### config.mk
export PLATFORM = sky130hd
export DESIGN_NAME = muldiv_sequencer
export DESIGN_NICKNAME = d
export VERILOG_FILES = /design/src/rtl/muldiv_sequencer.sv
export SDC_FILE = /design/constraint.sdc
export NUM_CORES = 1
export LEC_CHECK = 0
export ABC_AREA = 0
export BUFFER_PORTS_ARGS = -buffer_cell sky130_fd_sc_hd__buf_2
export CORE_MARGIN = 3
export CORE_UTILIZATION = 40
export CTS_CLUSTER_DIAMETER = 40
export DETAILED_ROUTE_END_ITERATION = 12
export GPL_TIMING_DRIVEN = 0
export PLACE_DENSITY = 0.57
export RECOVER_POWER = 25
export SETUP_SLACK_MARGIN = 0.15
export SLEW_MARGIN = 20
export SYNTH_ARGS = -nofsm -noshare
export SYNTH_HDL_FRONTEND = slang
export SYNTH_SLANG_ARGS = --single-unit
### constraint.sdc
create_clock -name clk -period 2.6 [get_ports clk]
set_input_delay 0.26 -clock clk [delete_from_list [all_inputs] [get_ports clk]]
set_output_delay 0.26 -clock clk [all_outputs]
set_load 0.01 [all_outputs]
### src/rtl/muldiv_sequencer.sv
// Multi-cycle HI/LO multiply/divide unit: radix-2 shift-add multiply and restoring divide, WIDTH iterations.
// Optional signed MULT/DIV support is enabled by defining MULDIV_SIGNED_EN.
module muldiv_sequencer #(
  parameter int WIDTH = 32
) (
  input  logic             clk,
  input  logic             reset,
  input  logic             start,
  input  logic [1:0]       op,
  input  logic [WIDTH-1:0] A,
  input  logic [WIDTH-1:0] B,
  output logic             busy,
  output logic             done,
  output logic             div_zero,
  output logic [WIDTH-1:0] HI,
  output logic [WIDTH-1:0] LO
);

  localparam int CW = (WIDTH > 1) ? $clog2(WIDTH) : 1;
  localparam logic [CW-1:0] LAST = CW'(WIDTH - 1);

  localparam logic [1:0] S_IDLE = 2'd0;
  localparam logic [1:0] S_RUN  = 2'd1;
  localparam logic [1:0] S_DONE = 2'd2;

  logic [1:0]         state;
  logic [CW-1:0]      cnt;
  logic               is_div;
  logic               b_zero;
  logic [WIDTH-1:0]   opd;      // multiplicand or divisor magnitude
  logic [WIDTH-1:0]   a_raw;    // original dividend, returned on divide-by-zero
  logic [2*WIDTH-1:0] acc;      // {upper, multiplier} or {rem, quot}

  logic accept, last;
  assign accept = start && (state == S_IDLE || state == S_DONE);
  assign last   = (state == S_RUN) && (cnt == LAST);
  assign busy   = (state == S_RUN);

  // Operand pre-conditioning at accept
  logic [WIDTH-1:0] a_mag, b_mag;
`ifdef MULDIV_SIGNED_EN
  logic signed_op, a_neg, b_neg;
  logic neg_q, neg_r;
  assign signed_op = op[1];
  assign a_neg     = signed_op & A[WIDTH-1];
  assign b_neg     = signed_op & B[WIDTH-1];
  assign a_mag     = a_neg ? -A : A;
  assign b_mag     = b_neg ? -B : B;
`else
  // op[1] selects nothing in the unsigned-only build
  logic unused_op1;
  assign unused_op1 = op[1];
  assign a_mag      = A;
  assign b_mag      = B;
`endif

  // One multiply iteration: conditional add into upper half (keeping carry), then shift right
  logic [WIDTH:0]       madd;
  logic [2*WIDTH-1:0]   mul_next;
  assign madd     = {1'b0, acc[2*WIDTH-1:WIDTH]} + {1'b0, opd};
  assign mul_next = acc[0] ? {madd, acc[WIDTH-1:1]} : {1'b0, acc[2*WIDTH-1:1]};

  // One restoring-divide iteration on the shifted remainder (WIDTH+1 bits so nothing is lost)
  logic [WIDTH:0]       rsh;
  logic [WIDTH+1:0]     dsub;
  logic [2*WIDTH-1:0]   div_next;
  assign rsh      = acc[2*WIDTH-1:WIDTH-1];
  assign dsub     = {1'b0, rsh} - {2'b00, opd};
  assign div_next = dsub[WIDTH+1] ? {rsh[WIDTH-1:0], acc[WIDTH-2:0], 1'b0}
                                  : {dsub[WIDTH-1:0], acc[WIDTH-2:0], 1'b1};

  logic [2*WIDTH-1:0] acc_next;
  assign acc_next = is_div ? div_next : mul_next;

  // Result post-processing applied on the final iteration edge
  logic [WIDTH-1:0] res_hi, res_lo;
  always_comb begin
    res_hi = acc_next[2*WIDTH-1:WIDTH];
    res_lo = acc_next[WIDTH-1:0];
`ifdef MULDIV_SIGNED_EN
    if (is_div) begin
      if (neg_q) res_lo = -acc_next[WIDTH-1:0];
      if (neg_r) res_hi = -acc_next[2*WIDTH-1:WIDTH];
    end else if (neg_q) begin
      {res_hi, res_lo} = -acc_next;
    end
`endif
    if (is_div && b_zero) begin
      res_hi = a_raw;
      res_lo = '1;
    end
  end

  always_ff @(posedge clk) begin
    if (reset) begin
      state    <= S_IDLE;
      cnt      <= '0;
      is_div   <= 1'b0;
      b_zero   <= 1'b0;
      opd      <= '0;
      a_raw    <= '0;
      acc      <= '0;
      done     <= 1'b0;
      div_zero <= 1'b0;
      HI       <= '0;
      LO       <= '0;
    end else begin
      done     <= last;
      div_zero <= last && is_div && b_zero;
      case (state)
        S_RUN: begin
          acc <= acc_next;
          cnt <= cnt + CW'(1);
          if (last) begin
            HI    <= res_hi;
            LO    <= res_lo;
            state <= S_DONE;
          end
        end
        default: begin
          if (accept) begin
            state  <= S_RUN;
            cnt    <= '0;
            is_div <= op[0];
            b_zero <= (B == '0);
            a_raw  <= A;
            opd    <= b_mag;
            // multiply keeps the multiplier in the low half; divide keeps the dividend there
            acc    <= {{WIDTH{1'b0}}, op[0] ? a_mag : a_mag};
            if (!op[0]) begin
              opd <= a_mag;
              acc <= {{WIDTH{1'b0}}, b_mag};
            end
          end else begin
            state <= S_IDLE;
          end
        end
      endcase
    end
  end

`ifdef MULDIV_SIGNED_EN
  always_ff @(posedge clk) begin
    if (reset) begin
      neg_q <= 1'b0;
      neg_r <= 1'b0;
    end else if (accept) begin
      neg_q <= a_neg ^ b_neg;
      neg_r <= a_neg;
    end
  end
`endif

endmodule

==> impl_metrics.toml, run 1 <==
[drt]
drt_pass1_iterations = 5
wl_per_cell_microns = 23.3
viasPerCell = 6.01
dr_total_vias = 14407
postRouteAntennaNets = 0
drt_iter0_drc = 1171
wirelength_mm = 55.9
drcViolationCount = 0

[global_route]
overflow = 0
track_usage_pct = 29.5
antenna_found_initial = 0
grt_pass1_wl_mm = 82.0
grt_pass1_vias = 13773
grt_max_degree = 13

[sta]
hold_viol_final = 0
worst_pin_slew_ns = 1.06
setup_violations = 65
skew_ns = 0.0109
slew_violations = 0
clock.fmax_mhz = 350
setup_ws_ns = -0.258
finalCritPeriodShare_pct = 110
finalCriticalPeriod_ns = 2.86
rsz0062_at_grt = "true"
slew_headroom_pct = 29.5

[finish]
nFillCells = 3040
nets = 2078
drive_above_1_share_pct = 28.2
final_cells = 2396
antenna-diode-count = 0
area_growth_pct = 35.0

[floorplanning]
rows = 66
dieArea_sq_um = 35300
fp.coreArea_sq_um = 32600
io_pins = 136
start_util_pct = 40.6
die_h_microns = 188
die_x_microns = 188

[power_and_ir_drop]
finalPower_mw = 9.95
ir_drop_uv = 516
p_leak_nw = 6.86
power_density_nw_per_um2 = 556

[clock_tree]
cts_tree = "built"
numCtsBuffers = 23
h-tree-depth = 1
cts_buffer_depth = 3
cts_sinks = 203
insertion_delay_ns = 0.52
holdBufCountCts = 0
clockRootBuffer = "clkbuf_16"
clk_pin_slew_ns = 0.06

[yosys]
syn-mean-instance-area_sq_um = 7.73
ys_ff_latch = 203
synthCells = 1714
synth.largest_area_cell = "dfxtp_1"
netlist_top_cells_area = "dfxtp_1 (31%), a21oi_1 (7.4%), mux2i_1 (6.3%)"
syn-num-nets = 1851
ys_warn_count = 0
syn-cell-area_sq_um = 13200
yosysTopAreaCellShare_pct = 30.7
async_reset_ff_share_pct = 0
yosysMostFrequentCell = "dfxtp_1"
ys_types = 85
synth_commonest_cells = "dfxtp_1 (203), nor2_1 (198), a21oi_1 (195), nand2_1 (193), o21ai_0 (106)"
synth-main-ff-cell = "dfxtp_1"
synth_edf_count = 0
seq_area_frac_synth_pct = 30.7

[outcome]
status = "finished, violations left"
violations = "setup timing"

[place]
io_buffers = 133
gp_congestion = 0.957
placed_cells = 2289
dp_hpwl_mm = 41.4

[flow_run]
cap_violations = 0

[setup_path]
crit_path_max_fanout = 4
required_ns = 2.97
arrival_ns = 3.23
critPathLaunch = "opd[4]"
crit_type = "flip-flop to flip-flop"
start_kind = "flip-flop"
cp-end-kind = "flip-flop"
r2r_start = "opd[4]"

[hold_path]
min-delay-start = "A[29]"
min_path_type = "input port to flip-flop"
==> logic make-up after synthesis <==
kind of cell	after synthesis	synth area share (%)
AO/OA/AOI/OAI	596	29.5
AND/OR/NAND/NOR	528	17.5
adder cells (fa/ha/maj)	68	6.54
XOR/XNOR	36	2.38
buffers and inverters	178	5.31
flip-flops	203	30.7
multiplexers	105	8.16
==> registers in the layout, summed over array words and instances (netlist names) <==
name / cells
HI: 32
LO: 32
a_raw: 32
acc: 64
b_zero: 1
cnt: 5
div_zero: 1
done: 1
is_div: 1
opd: 32
state: 2
==> metal layers <==
metal	global-route usage, %	up-vias	routed length (microns)
li1	-	6704	-
met1	39.9	6957	23400
met2	49.2	622	26000
met3	3.48	124	4370
met4	9.81	0	2130
met5	0	-	0
==> path summary, 6_finish.rpt <==
kind                            cells past startpoint         to  slack, ns
worst min-delay path                                3  a_raw[29]      0.008
worst min register to register                      2   a_raw[5]       0.45
worst max register to register                     11    acc[57]      -0.26
worst max-delay path                               11    acc[57]      -0.26
==> stage by stage <==
step                util, %  area [sq um]  TNS [ns]  hold WS [ns]  setup slack (ns)
floorplan                 -         13400         0         0.396            0.0911
global placement       44.7         14600    -43.55         0.441            -0.735
detailed placement     44.7         14600    -43.08         0.448            -0.752
finish                 54.8         17900    -10.71       0.00771            -0.258
CTS                    51.8         16900     -6.78       0.00542            -0.213
global route           54.8         17900    -15.97        0.0221            -0.366
==> timing repair <==
item	in CTS	in global routing
pin swaps	98	128
setup endpoints to repair	108	111
gates resized for setup	283	199
cloned	4	2
buffers inserted	41	22
==> worst max-delay path, cell delays in order (launching register included) <==
cell       delay [ns]
dfxtp_4          0.35
buf_6            0.13
ha_4             0.30
o21ai_4          0.08
o21ai_4          0.22
nand3_4          0.13
a2111oi_4        0.53
or2_4            0.20
nand4_1          0.13
mux2i_2          0.20
o221ai_2         0.30
o22ai_1          0.13
==> cell type report <==
class / count / area [sq um] / share of cell area, %
clock buffers: 33 / 673 / 3.76
repair buffers: 202 / 1340 / 7.47
plain buffers: 123 / 648 / 3.62
clock inverters: 5 / 56.3 / 0.315
multi-input cells: 1333 / 10200 / 57.1
well taps: 442 / 553 / 3.09
inverters: 55 / 214 / 1.20
flip-flops and latches: 203 / 4190 / 23.4
==> power by group <==
part,internal [mW],switching [mW],total (mW)
clock network,1.88,1.33,3.21
registers,3.25,0.193,3.44
logic,1.40,1.90,3.30
total,6.53,3.42,9.95
==> cells in the final DEF, fill, tap and decap left out, types with 11 or more instances in the layout <==
cell type | netlist | layout
nor2_1 | 198 | 189
nand2_1 | 193 | 161
a21oi_1 | 195 | 160
dfxtp_1 | 203 | 153
clkbuf_1 | 91 | 126
o21ai_0 | 106 | 89
buf_2 | 11 | 88
mux2i_1 | 84 | 82
inv_1 | 54 | 48
buf_4 | 1 | 47
a211oi_1 | 52 | 40
ha_4 | 0 | 30
a21oi_2 | 0 | 29
ha_1 | 66 | 27
nand3_1 | 29 | 25
dfxtp_2 | 0 | 25
dfxtp_4 | 0 | 25
clkbuf_16 | 0 | 25
a31oi_1 | 38 | 23
a21o_1 | 24 | 23
a221oi_1 | 21 | 20
nand2_2 | 0 | 18
o21ai_1 | 9 | 18
mux2_2 | 20 | 18
clkbuf_2 | 2 | 17
buf_6 | 2 | 17
nor2b_1 | 19 | 17
o22ai_1 | 18 | 16
xor2_1 | 18 | 16
nand2_4 | 1 | 15
a31oi_4 | 1 | 15
xnor2_1 | 18 | 14
o21a_1 | 14 | 13
o211ai_1 | 13 | 13
or3_1 | 16 | 13
a211oi_2 | 4 | 12
nand4_1 | 12 | 12
nor3_1 | 13 | 12
buf_1 | 16 | 11
Power figures use the tool's default switching activity.
==> run 2, diff against run 1 <==
PLACE_DENSITY = unset   (was 0.57)
==> run 2 against run 1 <==
Net effect:
- the run still ends with setup timing left
- highest routed layer unchanged
- critical path type unchanged
- final area increased by 0.38%
- setup slack got worse by 0.029 ns
- via count increased by 0.12%
==> impl_metrics.toml, run 2 (synthesized netlist as in run 1, its figures left out) <==
[sta]
finalCriticalPeriod_ns = 2.89
setup_violations = 66
rsz0062_at_grt = "true"
slew_violations = 0
finalCritPeriodShare_pct = 111
slew_headroom_pct = 31.6
worst_pin_slew_ns = 1.03
hold_viol_final = 0
skew_ns = 0.0299
setup_ws_ns = -0.287
clock.fmax_mhz = 346

[power_and_ir_drop]
power.share.combinational_pct = 30.0
switching_power_mw = 3.47
power_density_nw_per_um2 = 573
pwr-share-clk_pct = 36.5
internal-power_mw = 6.81
ir_drop_uv = 555
p_leak_nw = 6.94
p_seq_share_pct = 33.5
sw_frac_of_total_pct = 33.8

[floorplanning]
dieArea_sq_um = 35300
die_h_microns = 188
start_util_pct = 40.6
rows = 66
fp.coreArea_sq_um = 32600
io_pins = 136
die_x_microns = 188

[global_route]
track_usage_pct = 29.5
use_met1_pct = 39.1
grtUsageMet3_pct = 3.85
antenna_found_initial = 1
gr-usage-met2_pct = 48.6
busiest_layer = "met2"
grt_max_degree = 14
overflow = 0
grt_pass1_wl_mm = 82.4
grt_pass1_vias = 13985

[clock_tree]
insertion_delay_ns = 0.54
cts_tree = "built"
numCtsBuffers = 26
cts_buffer_depth = 3
h-tree-depth = 1
clockRootBuffer = "clkbuf_16"
clk_pin_slew_ns = 0.06
cts_sinks = 203

[drt]
viasPerCell = 5.96
wirelength_mm = 55.1
drt_iter0_drc = 1169
wl_per_cell_microns = 22.8
postRouteAntennaNets = 0
dr_total_vias = 14425
drcViolationCount = 0
drt_pass1_iterations = 5

[setup_path]
crit_type = "flip-flop to flip-flop"
max_stage_delay_ns = 0.40
cp-end-kind = "flip-flop"
crit_slowest_cell = "dfxtp_4"
crit_path_cell_trace = "inv_1, ha_4, nand2_1, nor2_4, o2111ai_4, a31oi_4, a21oi_4, buf_6, or3_4, a31oi_4, a22oi_2, nor2_1"
required_ns = 3.06
crit_path_max_fanout = 6
start_kind = "flip-flop"
cpMostUsedCell = "a31oi_4"
arrival_ns = 3.35

[finish]
regMostFlops = "acc"
nets = 2097
antenna-diode-count = 0
drive_above_1_share_pct = 27.8
final_cell_mix = "nor2_1 (190), nand2_1 (170), dfxtp_1 (153)"
layout_commonest_cell = "nor2_1"
largest_register_ffs = 64
area_growth_pct = 35.5
final_area_sq_um = 17900

[hold_path]
min_path_type = "input port to flip-flop"

[flow_run]
cap_violations = 0

[place]
gp_congestion = 0.932
io_buffers = 133
place_ws_ns = -0.678
place_area_sq_um = 14600
dp_hpwl_mm = 41.0

[outcome]
violations = "setup timing"
status = "finished, violations left"
==> run 2: final cells by class <==
cell class | count | area, sq um
tap | 442 | 553
clock inverter | 18 | 224
timing repair buffer | 217 | 1390
sequential | 203 | 4180
buffer | 123 | 639
inverter | 55 | 216
clock buffer | 28 | 668
multi-input combinational | 1334 | 10100
fill | 3062 | 14700
==> run 2: final timing paths <==
path                            startpoint        end  slack, ns  cells after the start
worst max-delay path                opd[9]    acc[42]      -0.29                     12
worst min-delay path                 A[27]  a_raw[27]       0.01                      3
worst min register to register   a_raw[30]  a_raw[30]       0.45                      2
worst max register to register      opd[9]    acc[42]      -0.29                     12
==> run 2: power groups by stage <==
stage	registers, mW	clock network [mW]	logic (mW)
floorplan	3.40	0	1.58
global placement	3.48	0	2.18
detailed placement	3.48	0	2.19
CTS	3.43	3.77	2.72
global route	3.45	3.90	3.28
finish	3.44	3.76	3.08
==> run 2: routing by layer <==
metal,routed length (microns),up-vias,share of wire [%]
met3,3890,119,7.1
met1,23400,6930,42
li1,-,6733,-
met2,25400,643,46
met4,2450,0,4.4
met5,0,-,0
==> run 2: metrics by stage <==
| stage | power [mW] | cells | setup TNS [ns] | utilization [%] | hold WS, ns |
|---|---|---|---|---|---|
| 3_5_place_dp | 5.67 | 2289 | -43.57 | 44.7 | 0.444 |
| 3_3_place_gp | 5.66 | 2289 | -41.49 | 44.7 | 0.440 |
| 5_1_grt | 10.6 | 2420 | -16.36 | 55.0 | 0.0126 |
| 4_1_cts | 9.91 | 2394 | -9.23 | 52.7 | 0.000475 |
| 2_1_floorplan | 4.97 | 1714 | 0 | - | 0.396 |
| 6_report | 10.3 | 2420 | -13.09 | 55.0 | 0.00973 |
==> run 2: repair_timing <==
item / CTS / global route
resized for setup: 271 / 172
pin swaps: 76 / 75
buffers inserted: 37 / 25
hold endpoints to repair: 20 / 0
setup endpoints to repair: 108 / 123
hold buffers: 20 / 0
gates cloned: 2 / 1
==> run 2: critical path, delay by kind of cell, from the launching register on <==
family,cells,cell delay [ns]
buffers and inverters,2,0.26
AND/OR/NAND/NOR,4,0.74
adder cells (fa/ha/maj),1,0.31
flip-flops,1,0.40
AO/OA/AOI/OAI,5,1.06
==> run 3, diff against run 2 <==
CORE_ASPECT_RATIO = 0.8   (was unset)
TNS_END_PERCENT = 30   (was unset)
==> run 3 against run 2 <==
Net effect:
- the run still ends with setup timing left
- register-to-register slack got worse by 0.09 ns
- routed wire length fell by 0.53%
- clock skew fell by 0.017 ns
- global-route usage rose by 0.062 points
==> impl_metrics.toml, run 3 (synthesized netlist as in run 1, its figures left out) <==
[drt]
wl_per_cell_microns = 23.4
viasPerCell = 6.16
drt_pass1_iterations = 6
drcViolationCount = 0
dr_total_vias = 14450
drt_iter0_drc = 1704
wirelength_mm = 54.9
postRouteAntennaNets = 0

[finish]
final_cells = 2345
final_area_sq_um = 16700
ff_latch_area_sq_um = 4150
nets = 2047
fin_util_pct = 52.2
multiInputGateArea_sq_um = 9470
final_cell_mix = "nor2_1 (192), nand2_1 (180), a21oi_1 (171)"
antenna-diode-count = 0
area_growth_pct = 26.2
largest_register_ffs = 64
regMostFlops = "acc"
layout_commonest_cell = "nor2_1"
nFillCells = 3155
drive_above_1_share_pct = 22.0

[sta]
rsz0062_at_grt = "true"
slew_violations = 0
tns_ns = -18.68
setup_ws_ns = -0.379
setup_violations = 66
finalCriticalPeriod_ns = 2.98
finalCritPeriodShare_pct = 115
skew_ns = 0.0126
clock.fmax_mhz = 336
worst_pin_slew_ns = 1.08
hold_ws_ns = 0.0169
slew_headroom_pct = 28.3
hold_viol_final = 0

[floorplanning]
rows = 58
fp.coreArea_sq_um = 32000
die_h_microns = 169
dieArea_sq_um = 35300
start_util_pct = 41.4
die_x_microns = 209
io_pins = 136

[place]
placed_cells = 2267
place_ws_ns = -0.804
place_area_sq_um = 14500
dp_hpwl_mm = 42.0
io_buffers = 133
gp_congestion = 0.963

[global_route]
grt_pass1_vias = 13603
grt_max_degree = 16
track_usage_pct = 29.6
grt_pass1_wl_mm = 82.3
overflow = 0
antenna_found_initial = 0

[setup_path]
arrival_ns = 3.41
critPathLaunch = "acc[35]"
start_kind = "flip-flop"
required_ns = 3.03
crit_type = "flip-flop to flip-flop"
reg2reg_slack_ns = -0.38
reg2reg_depth = 11
crit_path_max_fanout = 6
cp-end-kind = "flip-flop"
critPathCapture = "acc[59]"
r2r_start = "acc[35]"
rr_endpoint = "acc[59]"

[power_and_ir_drop]
power.share.combinational_pct = 30.0
switching_power_mw = 3.25
p_seq_share_pct = 35.5
power_density_nw_per_um2 = 576
sw_frac_of_total_pct = 33.7
internal-power_mw = 6.39
ir_drop_uv = 426
pwr-share-clk_pct = 34.5
p_leak_nw = 6.53
finalPower_mw = 9.63

[clock_tree]
cts_buffer_depth = 3
insertion_delay_ns = 0.52
h-tree-depth = 1
numCtsBuffers = 21
clockRootBuffer = "clkbuf_16"
clk_pin_slew_ns = 0.07
cts_tree = "built"
cts_sinks = 203

[hold_path]
holdPathStages = 3
min_path_type = "input port to flip-flop"

[flow_run]
cap_violations = 0

[outcome]
violations = "setup timing"
status = "finished, violations left"
[run 3: how the worst min path moves through the flow]
stage	to	slack, ns	from
global placement	a_raw[25]	0.44	a_raw[25]
floorplan	a_raw[14]	0.40	A[14]
detailed placement	a_raw[14]	0.45	a_raw[14]
finish	a_raw[5]	0.02	A[5]
global route	a_raw[19]	0.01	A[19]
CTS	a_raw[7]	0.005	A[7]
[run 3: repair_timing]
item                                    4_1_cts  5_1_grt
gates resized for setup                     183      102
pin swaps                                    66       43
hold endpoints to repair                      1        0
endpoints found under the setup margin      108      106
cloned                                        2        1
hold buffers                                  1        0
setup buffers                                27        9
[run 3: critical path: stages (launching register included)]
cell and delay [ns]:
dfxtp_4 0.38, ha_4 0.27, a21o_4 0.21, o21bai_4 0.19, o2111ai_4 0.28, a31oi_4 0.23
a21oi_4 0.48, buf_12 0.21, nor3_1 0.05, mux2i_1 0.25, nand3_2 0.13, o22ai_1 0.18
[run 3: final cells by class]
class	count	area share, %
multi-input combinational	1333	56.6
sequential	203	24.8
timing repair buffer	173	6.00
buffer	123	3.65
clock buffer	27	3.46
tap	420	3.14
inverter	55	1.25
clock inverter	11	1.04
[run 3: power by group through the flow]
stage | registers (mW) | logic [mW] | clock network, mW
after floorplan | 3.40 | 1.57 | 0
after global placement | 3.47 | 2.20 | 0
after detailed placement | 3.47 | 2.23 | 0
after CTS | 3.41 | 2.68 | 3.33
after global routing | 3.43 | 3.10 | 3.47
final | 3.42 | 2.89 | 3.33
[run 3: metal layers]
layer / global-route usage [%] / up-vias / part of all wire [%]
met1: 43.7 / 6996 / 46
met3: 4.98 / 118 / 8.9
met2: 43.7 / 688 / 41
met4: 9.81 / 0 / 4.1
li1: - / 6648 / -
met5: 0 / - / 0
